File: src/rtl/game_step_scheduler_if.sv
// Scheduler <-> game datapath bundle: run/pause/score control, per-phase
// request/done handshakes, and status/debug outputs.
`timescale 1ns/1ps
interface game_step_scheduler_if #(
  parameter int unsigned CW = 20
) ();
  logic          run;
  logic          pause;
  logic [9:0]    score;
  logic          in_done;
  logic          move_done;
  logic          col_done;
  logic          collision;
  logic          in_req;
  logic          move_req;
  logic          col_req;
  logic          score_inc;
  logic          game_over;
  logic          fault;
  logic          overrun;
  logic [CW-1:0] period;
  logic [2:0]    state;

  // Scheduler side: issues requests, consumes dones and control.
  modport master (
    input  run, pause, score, in_done, move_done, col_done, collision,
    output in_req, move_req, col_req, score_inc, game_over, fault, overrun,
           period, state
  );

  // Environment side: datapath units and game control.
  modport slave (
    output run, pause, score, in_done, move_done, col_done, collision,
    input  in_req, move_req, col_req, score_inc, game_over, fault, overrun,
           period, state
  );
endinterface

File: src/rtl/game_step_scheduler.sv
// Score-dependent game tick generator and per-step sequencer
// (sample -> move -> collide -> commit) with per-phase timeout and
// overrun detection. The tick period is latched once per tick, so a
// score change only takes effect on the following period.
`timescale 1ns/1ps
module game_step_scheduler #(
  parameter int unsigned PERIOD_MAX  = 500000,
  parameter int unsigned PERIOD_STEP = 500,
  parameter int unsigned PERIOD_MIN  = 50000,
  parameter int unsigned TIMEOUT     = 1023,
  parameter int unsigned CW          = 20
) (
  input  logic                   clk,
  input  logic                   clr,
  game_step_scheduler_if.master  bus
);

  localparam int unsigned TW = (TIMEOUT < 2) ? 1 : $clog2(TIMEOUT);

  localparam logic [CW-1:0] P_MAX  = CW'(PERIOD_MAX);
  localparam logic [CW-1:0] P_MIN  = CW'(PERIOD_MIN);
  localparam logic [CW-1:0] P_STEP = CW'(PERIOD_STEP);
  localparam logic [CW-1:0] P_SPAN = CW'(PERIOD_MAX - PERIOD_MIN);
  localparam logic [TW-1:0] T_LAST = TW'(TIMEOUT - 1);

  typedef enum logic [2:0] {
    IDLE      = 3'd0,
    WAIT_TICK = 3'd1,
    SAMPLE    = 3'd2,
    MOVE      = 3'd3,
    COLLIDE   = 3'd4,
    COMMIT    = 3'd5,
    OVER      = 3'd6
  } state_t;

  state_t        st;
  logic [CW-1:0] cnt;
  logic [CW-1:0] period_q;
  logic [TW-1:0] phase_cnt;
  logic          in_req_q;
  logic          move_req_q;
  logic          col_req_q;
  logic          score_inc_q;
  logic          game_over_q;
  logic          fault_q;
  logic          overrun_q;

  logic [CW-1:0] prod_c;
  logic [CW-1:0] next_period_c;
  logic          held_c;
  logic          tick_c;
  logic          timeout_c;
  logic          busy_c;

  // Period for the next tick: saturates at the minimum instead of wrapping.
  assign prod_c        = P_STEP * CW'(bus.score);
  assign next_period_c = (prod_c > P_SPAN) ? P_MIN : (P_MAX - prod_c);

  // Counter holds only while paused waiting for a tick.
  assign held_c    = (st == WAIT_TICK) && bus.pause;
  assign tick_c    = (st != IDLE) && !held_c && (cnt == (period_q - CW'(1)));
  assign timeout_c = (phase_cnt == T_LAST);
  assign busy_c    = (st == SAMPLE) || (st == MOVE) || (st == COLLIDE) || (st == COMMIT);

  // Tick counter, period latch and step sequencing FSM.
  always_ff @(posedge clk or posedge clr) begin
    if (clr) begin
      st          <= IDLE;
      cnt         <= '0;
      period_q    <= P_MAX;
      phase_cnt   <= '0;
      in_req_q    <= 1'b0;
      move_req_q  <= 1'b0;
      col_req_q   <= 1'b0;
      score_inc_q <= 1'b0;
      game_over_q <= 1'b0;
      fault_q     <= 1'b0;
      overrun_q   <= 1'b0;
    end else if (!bus.run) begin
      // Leaving the game: drop everything except the sticky status flags.
      st          <= IDLE;
      cnt         <= '0;
      phase_cnt   <= '0;
      in_req_q    <= 1'b0;
      move_req_q  <= 1'b0;
      col_req_q   <= 1'b0;
      score_inc_q <= 1'b0;
      game_over_q <= 1'b0;
    end else begin
      score_inc_q <= 1'b0;

      if (st == IDLE) begin
        cnt <= '0;
      end else if (tick_c) begin
        cnt      <= '0;
        period_q <= next_period_c;
      end else if (!held_c) begin
        cnt <= cnt + CW'(1);
      end

      // A tick during a step is dropped; the step keeps going.
      if (tick_c && busy_c) begin
        overrun_q <= 1'b1;
      end

      case (st)
        IDLE: begin
          st        <= WAIT_TICK;
          cnt       <= '0;
          period_q  <= next_period_c;
          fault_q   <= 1'b0;
          overrun_q <= 1'b0;
        end
        WAIT_TICK: begin
          if (tick_c) begin
            st        <= SAMPLE;
            in_req_q  <= 1'b1;
            phase_cnt <= '0;
          end
        end
        SAMPLE: begin
          if (bus.in_done) begin
            st         <= MOVE;
            in_req_q   <= 1'b0;
            move_req_q <= 1'b1;
            phase_cnt  <= '0;
          end else if (timeout_c) begin
            st       <= WAIT_TICK;
            in_req_q <= 1'b0;
            fault_q  <= 1'b1;
          end else begin
            phase_cnt <= phase_cnt + TW'(1);
          end
        end
        MOVE: begin
          if (bus.move_done) begin
            st         <= COLLIDE;
            move_req_q <= 1'b0;
            col_req_q  <= 1'b1;
            phase_cnt  <= '0;
          end else if (timeout_c) begin
            st         <= WAIT_TICK;
            move_req_q <= 1'b0;
            fault_q    <= 1'b1;
          end else begin
            phase_cnt <= phase_cnt + TW'(1);
          end
        end
        COLLIDE: begin
          if (bus.col_done) begin
            col_req_q <= 1'b0;
            if (bus.collision) begin
              st          <= OVER;
              game_over_q <= 1'b1;
            end else begin
              st          <= COMMIT;
              score_inc_q <= 1'b1;
            end
          end else if (timeout_c) begin
            st        <= WAIT_TICK;
            col_req_q <= 1'b0;
            fault_q   <= 1'b1;
          end else begin
            phase_cnt <= phase_cnt + TW'(1);
          end
        end
        COMMIT: begin
          st <= WAIT_TICK;
        end
        OVER: begin
          st <= OVER;
        end
        default: begin
          st <= IDLE;
        end
      endcase
    end
  end

  assign bus.in_req    = in_req_q;
  assign bus.move_req  = move_req_q;
  assign bus.col_req   = col_req_q;
  assign bus.score_inc = score_inc_q;
  assign bus.game_over = game_over_q;
  assign bus.fault     = fault_q;
  assign bus.overrun   = overrun_q;
  assign bus.period    = period_q;
  assign bus.state     = st;

endmodule

File: src/flat_wrapper.sv
// flat-port wrapper written by rule: the top's interface ports become plain ports
module game_step_scheduler_flat 
#(
  parameter int unsigned PERIOD_MAX  = 500000,
  parameter int unsigned PERIOD_STEP = 500,
  parameter int unsigned PERIOD_MIN  = 50000,
  parameter int unsigned TIMEOUT     = 1023,
  parameter int unsigned CW          = 20
)
  (clk, clr, bus_run, bus_pause, bus_score, bus_in_done, bus_move_done, bus_col_done, bus_collision, bus_in_req, bus_move_req, bus_col_req, bus_score_inc, bus_game_over, bus_fault, bus_overrun, bus_period, bus_state);
  game_step_scheduler_if #(.CW(CW)) bus_i ();
  input  logic clk;
  input  logic clr;
  input wire logic [$bits(bus_i.run)-1:0] bus_run;
  input wire logic [$bits(bus_i.pause)-1:0] bus_pause;
  input wire logic [$bits(bus_i.score)-1:0] bus_score;
  input wire logic [$bits(bus_i.in_done)-1:0] bus_in_done;
  input wire logic [$bits(bus_i.move_done)-1:0] bus_move_done;
  input wire logic [$bits(bus_i.col_done)-1:0] bus_col_done;
  input wire logic [$bits(bus_i.collision)-1:0] bus_collision;
  output wire logic [$bits(bus_i.in_req)-1:0] bus_in_req;
  output wire logic [$bits(bus_i.move_req)-1:0] bus_move_req;
  output wire logic [$bits(bus_i.col_req)-1:0] bus_col_req;
  output wire logic [$bits(bus_i.score_inc)-1:0] bus_score_inc;
  output wire logic [$bits(bus_i.game_over)-1:0] bus_game_over;
  output wire logic [$bits(bus_i.fault)-1:0] bus_fault;
  output wire logic [$bits(bus_i.overrun)-1:0] bus_overrun;
  output wire logic [$bits(bus_i.period)-1:0] bus_period;
  output wire logic [$bits(bus_i.state)-1:0] bus_state;
  assign bus_i.run = bus_run;
  assign bus_i.pause = bus_pause;
  assign bus_i.score = bus_score;
  assign bus_i.in_done = bus_in_done;
  assign bus_i.move_done = bus_move_done;
  assign bus_i.col_done = bus_col_done;
  assign bus_i.collision = bus_collision;
  assign bus_in_req = bus_i.in_req;
  assign bus_move_req = bus_i.move_req;
  assign bus_col_req = bus_i.col_req;
  assign bus_score_inc = bus_i.score_inc;
  assign bus_game_over = bus_i.game_over;
  assign bus_fault = bus_i.fault;
  assign bus_overrun = bus_i.overrun;
  assign bus_period = bus_i.period;
  assign bus_state = bus_i.state;
  game_step_scheduler #(.PERIOD_MAX(PERIOD_MAX), .PERIOD_STEP(PERIOD_STEP), .PERIOD_MIN(PERIOD_MIN), .TIMEOUT(TIMEOUT), .CW(CW)) u_core (.clk(clk), .clr(clr), .bus(bus_i));
endmodule
File: config.mk
export PLATFORM = sky130hd
export DESIGN_NAME = game_step_scheduler_flat
export DESIGN_NICKNAME = d
export VERILOG_FILES = /design/src/rtl/game_step_scheduler_if.sv /design/src/rtl/game_step_scheduler.sv /design/src/flat_wrapper.sv
export SDC_FILE = /design/constraint.sdc
export NUM_CORES = 1
export LEC_CHECK = 0
export ABC_CLOCK_PERIOD_IN_PS = 3300
export CAP_MARGIN = 20
export CELL_PAD_IN_SITES_DETAIL_PLACEMENT = 0
export CELL_PAD_IN_SITES_GLOBAL_PLACEMENT = 1
export CORE_AREA = 2 2 135 137
export DETAILED_ROUTE_END_ITERATION = 8
export DIE_AREA = 0 0 137 139
export PLACE_DENSITY = 0.65
export SLEW_MARGIN = 25
export SYNTH_ARGS = -nofsm -noshare
export SYNTH_HDL_FRONTEND = slang
export SYNTH_SLANG_ARGS = --single-unit
File: constraint.sdc
create_clock -name clk -period 3.3 [get_ports clk]
set_clock_uncertainty 0.2 [all_clocks]
set_input_delay 0.33 -clock clk [delete_from_list [all_inputs] [get_ports clk]]
set_output_delay 0.33 -clock clk [all_outputs]
set_load 0.005 [all_outputs]
Yosys cells after proc, flatten, opt, wreduce, memory -nomap -nowiden. Cells that the tools add are included.

Memory bits (writable): 0. Bits of input ports: 18. Memory bits (read-only): 0. Register bits: 60. Bits in latches: 0. Memories: 0. Output and inout port bits: 30. Logic and storage cells: 115.

Shifts and indexed selects: 0. Bitwise gates (word level): 0. $add $sub $neg: 4. Reduce and logical (&&, ||, !) cells: 22. Order comparisons: 1. Multipliers: 1. Div/mod/pow operators: 0. Muxes and demuxes: 50. Equality and inequality tests: 26.

Operators by type and width (count): $mux W20 (7); $mux W10 (6); $pmux W10 S4 (1); $mux W1 (24); $add A20 B1 Y20 const B (1); $eq A20 B20 Y1 (1); $sub A19 B19 Y20 const A (1); $sub A20 B1 Y20 const B (1); $gt A19 B19 Y1 const B (1); $mux W3 (6); $pmux W3 S6 (1); $mul A7 B10 Y17 const A (1); $reduce_and A3 Y1 (5); $ne A4 B3 Y1 const B (3); $add A10 B1 Y10 const B (1); $eq A10 B10 Y1 const B (1); $eq A3 B3 Y1 const B (3); $ne A3 B1 Y1 const B (3); $ne A3 B3 Y1 const B (3); $eq A3 B2 Y1 const B (2); $ne A2 B1 Y1 const B (3); $ne A2 B2 Y1 const B (3); $pmux W1 S2 (3); $ne A5 B1 Y1 const B (1); 15 further kinds (22).

Longest topological paths before layout. Gate-level depths: netlist of the first run.

Depth in word-level cells: 8. Gate-level depth with buffers: 18. Depth with buffers taken out: 16.

Worst setup path before layout of the first run. No wires, ideal clock.

Path type: input port to flip-flop. Start: input bus_score[3]. End: register u_core.period_q[17] (netlist: u_core.bus.period[17]). Stages: 16. Required time: 3.003 ns. Arrival time: 4.727 ns. Setup time: 0.097 ns. Path buffers: 1. Setup slack: -1.724 ns. Cell sequence: inv_1 -> fa_1 -> fa_1 -> fa_1 -> fa_1 -> inv_1 -> ha_1 -> clkbuf_1 -> and3_1 -> a221oi_1 -> xnor2_1 -> a211oi_1 -> nand3_1 -> a21boi_0 -> nor4_1 -> o41ai_2.

Word-level cells in the longest chain between the ends: 5. Elaborated cells between the ends (all ways): 6. Those cells by class: add/sub (1); mul (1); order compare (1); mux (3).

Ends and longest elaborated chain: from (decl) (RTL line flat_wrapper.sv:16) `input wire logic [$bits(bus_i.score)-1:0] bus_score;`; $mul A7 B10 Y17 (*) (RTL line game_step_scheduler.sv:56) `assign prod_c = P_STEP * CW'(bus.score);`; $sub A19 B19 Y20 or $gt A19 B19 Y1 (tied branches) (RTL line game_step_scheduler.sv:57) `assign next_period_c = (prod_c > P_SPAN) ? P_MIN : (P_MAX - prod_c);`; $mux W20 (*) (RTL line game_step_scheduler.sv:57); $mux W20 (RTL line game_step_scheduler.sv:94) `end else if (tick_c) begin`; $mux W20 (*) (RTL line game_step_scheduler.sv:106) `case (st)`; to (signal assigned) (RTL line game_step_scheduler.sv:96) `period_q <= next_period_c;`; to (signal assigned) (RTL line game_step_scheduler.sv:110) `period_q <= next_period_c;`; to (decl) (RTL line game_step_scheduler.sv:38) `logic [CW-1:0] period_q;`.

Every way passes the cells marked *; elsewhere a longest branch is shown, timed or not. The select of a mux whose other input is x is not followed. A chain may end at the register's enable or synchronous reset.

Worst setup path in the final report of the first run.
Start: input bus_score[1]. End: register u_core.period_q[17] (netlist: u_core.bus.period[17]).

Same word-level chain as after synthesis.

==> summary.md, run 1 <==
| Metric | Value |
|---|---|
| Status | complete, but fails checks |
| Failing checks | setup timing |
| Area contributors post-synth | dfrtp_1 (21%), ha_1 (9.9%), fa_1 (9.6%), xnor2_1 (5.6%), inv_1 (4.3%) |
| Clk root buf | clkbuf_16 |
| Grt ovf | 0 |
| Ports | 48 |
| Logic pwr share | 76.8% |
| Share of cells above drive strength 1 | 30.79% |
| Share of the synthesized area in the top cell type | 21.03% |
| Crit path max-delay family | adder cells |
| Synth Area in Compound Gates | 21.71% |
| Area of the core | 0.01766 mm² |
| Largest net degree at the start of global routing | 35 |
| NetSw | 3.402 mW |
| Maximum clock path buffer count | 2 |
| Critical Path Fanout Max | 8 |
| Reg2reg end | u_core.bus.period[7]$_DFFE_PP0P_ |
| Worst EP arrival | 4.57 ns |
| H-tree depth | 3 |
| Total Routed Length | 17090 µm |
| Main combinational cell family by area after synthesis | compound AO/OA/AOI/OAI gates |
| Commonest non-fill, non-tap cell in the layout | buf_4 |
| Syn. warnings | 0 |
| Max-cap viol count | 0 |
| Cells after Synth | 701 |
| Synth Area in Adders | 19.46% |
| Peak supply drop | 491.3 µV |
| DIE AREA | 0.01904 mm² |
| Ys flop type | dfrtp_1 |
| Final period utilization | 137.6% |
| Hold WS | 0.1135 ns |
| Layout Cell Area excl Fill | 0.008598 mm² |
| Reg2Reg Depth | 11 |
| Vias in the first global route | 5782 |
| Nets | 968 |
| Number of synthesized flops with an enable pin | 0 |
| Setup slack, reg-to-reg | -0.24 ns |
| CTS Hold Bufs | 0 |
| Port bufs | 45 |
| CTS tree | built |
| Area leader, netlist | dfrtp_1 |
| Post-synthesis mux area share | 0.7009% |
| PnR worst setup slack | -1.240 ns |
| 1st-pass router iterations | 4 |
| Worst skew pair latency | 0.32 ns |
| First-pass GRT wire length | 27830 µm |
| Chip height | 139 µm |
| Antenna diodes | 0 |
| Antenna violations before repair | 0 |
| Ordered cell list for the critical path | buf_8 > fa_1 > xor2_1 > ha_1 > inv_1 > fa_1 > fa_1 > inv_2 > ha_4 > a21o_4 > buf_6 > a221oi_4 > xor2_1 > nor4_2 > o22a_1 > o211a_4 > o41ai_2 |
| Clock Power Share | 10.4% |
| Pint | 4.741 mW |
| Asr flop ratio synth | 100.0% |
| CP Class | in2reg |
| Slowest cell on crit path | fa_1 |
| Setup violators final | 17 |
| Initial Utilization | 34.37% |
| GP Congestion | 0.8537 |
| CP endpoint kind | register |
| Vias/cell | 5.243 |
| 1st-iter DRT viols | 168 |
| Post-layout min period | 4.540 ns |
| CP dominant cell by count | fa_1 |
| Maximum clock frequency | 0.2203 GHz |
| Total CTS buffers | 9 |
| Worst slew pin tran | 0.8386 ns |
| Synthesized flop and latch total | 58 |
| R2r startpoint | u_core.bus.period[4]$_DFFE_PP0P_ |
| Overall Global Routing Usage | 17.83% |
| Slew headroom | 42.65% |
| Mean Syn Cell Area | 8.658 µm² |
| Critical path required time | 3.33 ns |
| Slew Viols, Final | 0 |
| DR DRC count | 0 |
| Critical path buffers and inverters | 4 |
| Fill cells | 1682 |
| Hold Path Class | in2async |
| DP Wirelength | 13420 µm |
| Number of nets with antenna violations after routing | 0 |
| # rows | 49 |
| Clock slew seen by the registers of the worst setup and hold paths | 0.05 ns |
| Leakage | 3.790 nW |
| Most frequent cells in the layout | buf_4 (139), inv_1 (59), nand2_1 (53), dfrtp_1 (51), ha_1 (40) |
| CP startpoint kind | input pin |
| Post-synthesis sequential area ratio | 24.06% |
| Placed Area | 0.007701 mm² |
| PD cells | 947.0 mW/mm² |
| Post-Synth XOR/XNOR Area | 8.081% |
| Sequential fraction of design power | 12.7% |
| Sw Ratio | 41.78% |
| CTS Sinks | 58 |
| Synth Area in Simple Gates | 19.15% |
| Critical path's largest stage delay | 0.57 ns |
| Final hold violation count | 0 |
| Via count | 5799 |
| Area Growth Syn to Fin | 41.66% |
| Die width | 137 µm |
| RSZ-0062 raised after global routing | yes |
| Distinct cells, synth | 78 |
| Synthesized cell area | 0.006070 mm² |
| Routed WL per cell | 15.45 µm |
[worst register-to-register path, stage by stage, from the launching register on]
cell       delay (ns)
dfrtp_1          0.45
buf_4            0.19
nor4b_4          0.35
and2_1           0.24
xnor2_1          0.18
xnor2_1          0.09
a2111oi_0        0.73
buf_4            0.24
and3_1           0.27
buf_4            0.20
nor3_1           0.06
a41o_1           0.22
[through the flow]
step	setup slack, ns	cells	power (mW)	utilization (%)	TNS (ns)
final	-1.240	1106	8.142	48.70	-19.96
after floorplan	-1.484	702	4.085	-	-24.26
after CTS	-1.345	1090	7.512	46.51	-21.21
after global placement	-2.122	1068	6.048	43.62	-35.47
after detailed placement	-2.228	1068	6.150	43.62	-37.27
after global routing	-1.455	1106	8.809	48.70	-23.06
[repair_timing]
action,CTS,global route
setup endpoints to repair,17,35
pin swaps,50,40
gates resized for setup,62,52
buffers inserted,7,15
cloned,0,1
[power groups by stage]
stage | Combinational [mW] | Sequential, mW | Clock (mW)
global placement | 5.01 | 1.04 | 0
CTS | 5.61 | 1.03 | 0.868
floorplan | 3.08 | 1.00 | 0
global route | 6.85 | 1.06 | 0.895
detailed placement | 5.11 | 1.04 | 0
finish | 6.26 | 1.04 | 0.849
[area by class of cell]
cell class,instances,area (µm²),share of cell area [%]
Sequential cell,58,1460,16.98
Timing Repair Buffer,192,1615,18.79
Clock buffer,12,256.5,2.983
Tap cell,229,286.5,3.332
Multi-Input combinational cell,542,4698,54.64
Inverter,70,266.5,3.100
Clock inverter,3,15.01,0.1746
[registers in the layout, summed over array words and instances, names as in the netlist, 3 cells and up]
name / flops
u_core.cnt: 20
u_core.bus.period: 18
u_core.phase_cnt: 10
u_core.bus.state: 3
[routing by layer]
metal / part of all wire, % / routed length, µm / track usage [%] / up-vias
li1: - / - / - / 2865
met3: 2.0 / 336 / 1.133 / 24
met2: 53 / 9032 / 31.95 / 88
met1: 43 / 7352 / 22.14 / 2822
met5: 0 / 0 / 0 / -
met4: 2.1 / 366 / 6.782 / 0
[how the worst max path moves through the flow]
stage | cells after the start | start | endpoint
6_report | 17 | bus_score[1] | u_core.bus.period[17]$_DFFE_PP1P_
5_1_grt | 19 | bus_score[1] | u_core.bus.period[17]$_DFFE_PP1P_
4_1_cts | 16 | bus_score[3] | u_core.bus.period[17]$_DFFE_PP1P_
3_5_place_dp | 16 | bus_score[3] | u_core.bus.period[17]$_DFFE_PP1P_
3_3_place_gp | 16 | bus_score[3] | u_core.bus.period[17]$_DFFE_PP1P_
2_1_floorplan | 16 | bus_score[3] | u_core.bus.period[7]$_DFFE_PP0P_
[synth_stat cells (6+ instances only)]
cell type   n
a41oi_1     6
o211ai_1    6
xnor2_1    39
fa_1       29
and3_1     15
nor2b_1    10
nor2_1     34
nor3_1     24
buf_2       8
a31oi_1    24
inv_1      70
nand2_1    53
xor2_1     17
nand3_1    35
a21oi_1    38
nand4_1     8
clkbuf_1   17
o31ai_1    12
a21o_1     10
o21ai_0    27
dfstp_2     7
nor4_1     10
dfrtp_1    51
ha_1       48
[cells by family after synthesis]
logic type,after synthesis
AND/OR/NAND/NOR,219
adder cells (fa/ha/maj),77
AO/OA/AOI/OAI,184
XOR/XNOR,56
flip-flops,58
buffers and inverters,102
multiplexers,4
other,1
Power figures use the tool's default switching activity.
==> inputs of run 2 (changes only) <==
- SLEW_MARGIN: 25 -> not set
- TNS_END_PERCENT: not set -> 100
==> results of run 2 <==
The final DEF is identical to that of run 1; final timing and power are the same.
